**config.mk**
```make
export PLATFORM = sky130hd
export DESIGN_NAME = fetch_unit
export DESIGN_NICKNAME = d
export VERILOG_FILES = /design/src/rtl/mips_pkg.sv /design/src/rtl/next_pc_calc.sv /design/src/rtl/fetch_unit.sv
export SDC_FILE = /design/constraint.sdc
export NUM_CORES = 1
export LEC_CHECK = 0
export ABC_AREA = 1
export BUFFER_PORTS_ARGS = -buffer_cell sky130_fd_sc_hd__buf_2
export CAP_MARGIN = 5
export CORE_UTILIZATION = 40
export DETAILED_ROUTE_END_ITERATION = 16
export GPL_ROUTABILITY_DRIVEN = 0
export PLACE_DENSITY = 0.59
export SLEW_MARGIN = 10
export SYNTH_ARGS = -nofsm -noshare
export SYNTH_HDL_FRONTEND = slang
export SYNTH_SLANG_ARGS = --single-unit
export TNS_END_PERCENT = 100
```
**constraint.sdc**
```tcl
create_clock -name clk -period 3.09 [get_ports clk]
set_input_delay 0.618 -clock clk [delete_from_list [all_inputs] [get_ports clk]]
set_output_delay 0.618 -clock clk [all_outputs]
set_load 0.02 [all_outputs]
```
**src/rtl/mips_pkg.sv**
```systemverilog
// Shared MIPS-subset constants: opcodes, ALU operation codes and the fetch FSM encoding.
package mips_pkg;

    localparam logic [5:0] OP_RTYPE = 6'b000000;
    localparam logic [5:0] OP_ADDI  = 6'b001000;
    localparam logic [5:0] OP_ANDI  = 6'b001100;
    localparam logic [5:0] OP_BEQ   = 6'b000100;
    localparam logic [5:0] OP_BNE   = 6'b000101;
    localparam logic [5:0] OP_LW    = 6'b100011;
    localparam logic [5:0] OP_SW    = 6'b101011;
    localparam logic [5:0] OP_J     = 6'b000010;

    localparam logic [1:0] ALU_ADD   = 2'b00;
    localparam logic [1:0] ALU_SUB   = 2'b01;
    localparam logic [1:0] ALU_FUNCT = 2'b10;
    localparam logic [1:0] ALU_AND   = 2'b11;

    typedef enum logic {
        FETCH = 1'b0,
        ISSUE = 1'b1
    } fetch_state_t;

endpackage

```
**src/rtl/next_pc_calc.sv**
```systemverilog
// Next-PC selection from decoder controls and ALU zero; purely combinational, no handshake.
// Jump beats a taken branch; all arithmetic wraps modulo 2^32.
module next_pc_calc (
    input  logic [31:0] pc,
    input  logic [31:0] instr,
    input  logic        branch,
    input  logic        not_eq,
    input  logic        jump,
    input  logic        zero,
    output logic [31:0] next_pc
);

    logic [31:0] w_pc4;
    logic [31:0] w_jump_tgt;
    logic [31:0] w_br_off;
    logic        w_br_taken;
    logic        w_unused_opcode;

    assign w_pc4      = pc + 32'd4;
    assign w_jump_tgt = {w_pc4[31:28], instr[25:0], 2'b00};
    assign w_br_off   = {{14{instr[15]}}, instr[15:0], 2'b00};
    assign w_br_taken = branch & (zero ^ not_eq);

    // The opcode field is decoded upstream; only the immediate/index fields matter here.
    assign w_unused_opcode = &{1'b0, instr[31:26]};

    always_comb begin
        next_pc = w_pc4;
        if (jump) begin
            next_pc = w_jump_tgt;
        end else if (w_br_taken) begin
            next_pc = w_pc4 + w_br_off;
        end
    end

endmodule

```
**src/rtl/fetch_unit.sv**
```systemverilog
// Multi-cycle instruction fetch: request until ack (>=1 cycle), hold instr until commit.
// Memory backpressure stalls FETCH indefinitely; decode backpressure (no commit) stalls ISSUE.
module fetch_unit
    import mips_pkg::*;
#(
    parameter logic [31:0] RESET_PC = 32'h0000_0000,
    parameter int          CNT_W    = 32
) (
    input  logic             clk,
    input  logic             reset,
    output logic             imem_req,
    output logic [31:0]      imem_addr,
    input  logic             imem_ack,
    input  logic [31:0]      imem_rdata,
    output logic [31:0]      instr,
    output logic             instr_valid,
    output logic [31:0]      pc,
    input  logic             commit,
    input  logic             branch,
    input  logic             not_eq,
    input  logic             jump,
    input  logic             zero,
    output logic [CNT_W-1:0] retired
);

    localparam logic [31:0] PC_INIT = {RESET_PC[31:2], 2'b00};

    fetch_state_t     r_state;
    fetch_state_t     w_state_nxt;
    logic [31:0]      r_pc;
    logic [31:0]      r_instr;
    logic [CNT_W-1:0] r_retired;
    logic [31:0]      w_next_pc;
    logic             w_load_instr;
    logic             w_retire;

    next_pc_calc u_next_pc (
        .pc      (r_pc),
        .instr   (r_instr),
        .branch  (branch),
        .not_eq  (not_eq),
        .jump    (jump),
        .zero    (zero),
        .next_pc (w_next_pc)
    );

    always_ff @(posedge clk) begin
        if (reset) begin
            r_state <= FETCH;
        end else begin
            r_state <= w_state_nxt;
        end
    end

    // Stray ack in ISSUE and stray commit in FETCH fall through as no-ops.
    always_comb begin
        w_state_nxt  = r_state;
        w_load_instr = 1'b0;
        w_retire     = 1'b0;
        case (r_state)
            FETCH: begin
                if (imem_ack) begin
                    w_state_nxt  = ISSUE;
                    w_load_instr = 1'b1;
                end
            end
            ISSUE: begin
                if (commit) begin
                    w_state_nxt = FETCH;
                    w_retire    = 1'b1;
                end
            end
            default: w_state_nxt = FETCH;
        endcase
    end

    always_ff @(posedge clk) begin
        if (reset) begin
            r_pc      <= PC_INIT;
            r_instr   <= 32'h0;
            r_retired <= '0;
        end else begin
            if (w_load_instr) begin
                r_instr <= imem_rdata;
            end
            if (w_retire) begin
                r_pc      <= w_next_pc;
                r_retired <= r_retired + CNT_W'(1);
            end
        end
    end

    assign imem_req    = (r_state == FETCH) & ~reset;
    assign imem_addr   = r_pc;
    assign pc          = r_pc;
    assign instr       = r_instr;
    assign instr_valid = (r_state == ISSUE);
    assign retired     = r_retired;

endmodule

```
==> metrics.md <==
| Metric | Value |
|---|---|
| Synth cell types | 49 |
| Num CTS Buffers | 9 |
| Main combinational cell family by area after synthesis | simple AND/OR/NAND/NOR gates |
| Final hold vios | 0 |
| Synth async-reset ratio | 0% |
| Post-Synth Adder-Cell Area | 6.51% |
| Simple-gate share of the synthesized area | 38.6% |
| Layout cell share with drive strength beyond 1 | between 20% and 30% |
| Row Count | 50 |
| Global Route Usage Sum | about a quarter |
| Sequential area share after synthesis | 25.0% |
| Ports | 170 |
| Nets | around 1500 |
| Netlist area before placement | 7610 um^2 |
| Critical path fanouts, max | 5 |
| Most frequent cell after synthesis | nand2_1 |
| Remaining antenna violation count | 0 |
| Most area-consuming cells after synthesis | dfxtp_1, nand2_1, nor2_1 |
| DIE HEIGHT | 140 um |
| Routed len/inst | 15.7 um |
| Core ar. | 18700 um^2 |
| Post-synthesis compound-gate area fraction | 12.4% |
| Min-Delay Path Class | register to register |
| Max VDD drop | ~0.00023 V |
| Slowest cell on the critical path | dfxtp_1 |
| Mux cell area share after synthesis | 0% |
| Avg Vias per Cell | roughly 5 |
| Fin crit share | 95.2% |
| Remaining Overflow, GRT | 0 |
| Post-layout util | 51.1% |
| DRC | 0 |
| Top cell type's share of synthesized area | between 20% and 30% |
| Mapped Cells | 1238 |
| Drt pass-1 iters | 5 |
| Top cell type by total area after synthesis | dfxtp_1 |
| Number of antenna violations at the first check in global routing | 1 |
| Routed WL | 26000 um |
| Input/output buffers | 165 |
| Pin count of the biggest net entering global routing | 47 |
| Crit path cell chain | nand2_1 > inv_2 > nand3_4 > nor2_4 > nand2_4 > nor2_4 > xor2_4 > ha_4 > nand2_1 > nor2_2 > inv_1 > buf_4 > nor2_1 > nand3_1 > nand3_1 > nand2_1 > nand3_1 > nand2_1 > nand2_1 > nand2_1 |
| Max-cap violation count | 0 |
| Crit-path most repeated cell | nand2_1 |
| Buf/Inv on CP | 3 |
| Crit start category | register |
| Worst-path clk slew | 80 ps |
| Commonest cells post-synth | nand2_1, nor2_1, inv_1 |
| Worst-Skew Late Latency | 360 ps |
| Setup TNS | 0 ps |
| YS warnings | 0 |
| Slew Viols, Final | 0 |
| Die Area | approximately 20000 um^2 |
| TritonCTS clock tree | yes |
| Setup violations, final | 0 |
| Slowest Stage Delay on Critical Path | between 400 and 500 ps |
| CTS Hold Buffers Added | 0 |
| Final worst-path setup slack | 150 ps |
| Power Total | 3.27 mW |
| Power Density | between 300 and 400 nW/um^2 |
| Clock Sinks | between 90 and 100 |
| EDFF count, synth | 0 |
| First-pass GRT wire length | 40500 um |
| Crit path DAT | 3210 ps |
| Vias | 8385 |
| Leak pwr | 4.86 nW |
| Area grow syn2layout | 25.5% |
| Fmax | roughly 340 MHz |
| Ys flop type | dfxtp_1 |
| Syn_area_per_cell | 6.15 um^2 |
| WP data required | 3360 ps |
| Xor and xnor fraction of the mapped netlist area | 4.91% |
| Yosys reg bits | 95 |
| Htree depth | 3 |
| Starting density of the core | between 40% and 50% |
| Crit path time final | about 3000 ps |
| Outcome | finished clean |
| Critical path endpoint category | register |
| WS Path Type | register to register |
| CTS Root Cell | clkbuf_16 |
| Clk_skew | ~7.7 ps |
| Die Width | 140 um |
| Detailed router's first-iteration violation count | 613 |
| CTS max path bufs | 2 |
| HPWL Detailed | about 20000 um |
| Crit-path leading delay family | simple AND/OR/NAND/NOR gates |
| Vias in the first global route | 7661 |
| Inserted Diodes | 0 |
| Place WS | -160 ps |
| Slew headroom | 61.2% |
| Slew @ Worst Pin | roughly 580 ps |
==> registers in the layout (all words and copies together), names as in the netlist <==
register	flops
instr	32
retired	32
imem_addr	30
instr_valid	1
==> final cells by class <==
cell class / instances / area, um^2
clock buffer: 10 / 239
clock inverter: 6 / 76.3
sequential: 95 / 1920
multi-input combinational: 927 / 5110
inverter: 157 / 591
fill: 1904 / 9150
tap: 234 / 293
timing repair buffer: 232 / 1330
==> logic make-up (layout without fill, tap and decap cells) <==
| family | Yosys count | in the layout |
|---|---|---|
| fa+ha+maj | 39 | 39 |
| flops | 95 | 95 |
| simple gates | 666 | 666 |
| compound gates | 177 | 177 |
| buf+inv | 219 | 405 |
| xor+xnor | 41 | 41 |
| other cells | 1 | 4 |
==> per-layer routing <==
metal / vias to the layer above / GRT usage, % / share of wire [%]
met5: - / 0 / 0
met4: 0 / 9.89 / 3.1
met3: 50 / 4.03 / 5.2
met2: 231 / 44.1 / 46
met1: 3806 / 34.6 / 45
li1: 4298 / - / -
==> tightest hold or removal path: cells and delay by family, from the launching register on <==
family	cells	cell delay [ps]
DFF	1	310
buffers and inverters	1	60
AOI/OAI and AO/OA	1	50
==> through the flow <==
step	instances	hold slack, ps	instance area (um^2)
floorplan	1241	542	7630
global placement	1641	455	8860
detailed placement	1641	463	8860
CTS	1657	469	9200
global route	1661	477	9560
finish	1661	472	9560
==> timing repair <==
| item | 4_1_cts | 5_1_grt |
|---|---|---|
| gates resized for setup | 4 | 77 |
| hold endpoints to repair | 0 | 0 |
| cloned | 0 | 0 |
| setup buffers | 0 | 4 |
| pin swaps | 0 | 16 |
| setup endpoints to repair | 4 | 21 |
==> cells in the final DEF (no fill, tap or decap), drive strengths merged, types with 13 or more instances in the layout <==
cell type and n:
buf 232, a21oi 81, dfxtp 95, nand4 21, nand3 88, nor2 170
inv 157, xor2 28, xnor2 13, nand2 341, nor3 28, o21ai 75
ha 38
==> power breakdown <==
part,internal (mW),switching [mW]
clock network,0.665,0.557
logic,0.252,0.468
registers,1.28,0.0549
total,2.19,1.08
==> path summary, 6_finish.rpt <==
check | from | end | slack [ps] | cells past startpoint
worst max register to register | imem_addr[9] | imem_addr[25] | 150 | 20
worst min register to register | instr[24] | instr[24] | 470 | 2
worst max-delay path | imem_addr[9] | imem_addr[25] | 150 | 20
worst min-delay path | instr[24] | instr[24] | 470 | 2
Power figures use the tool's default switching activity.
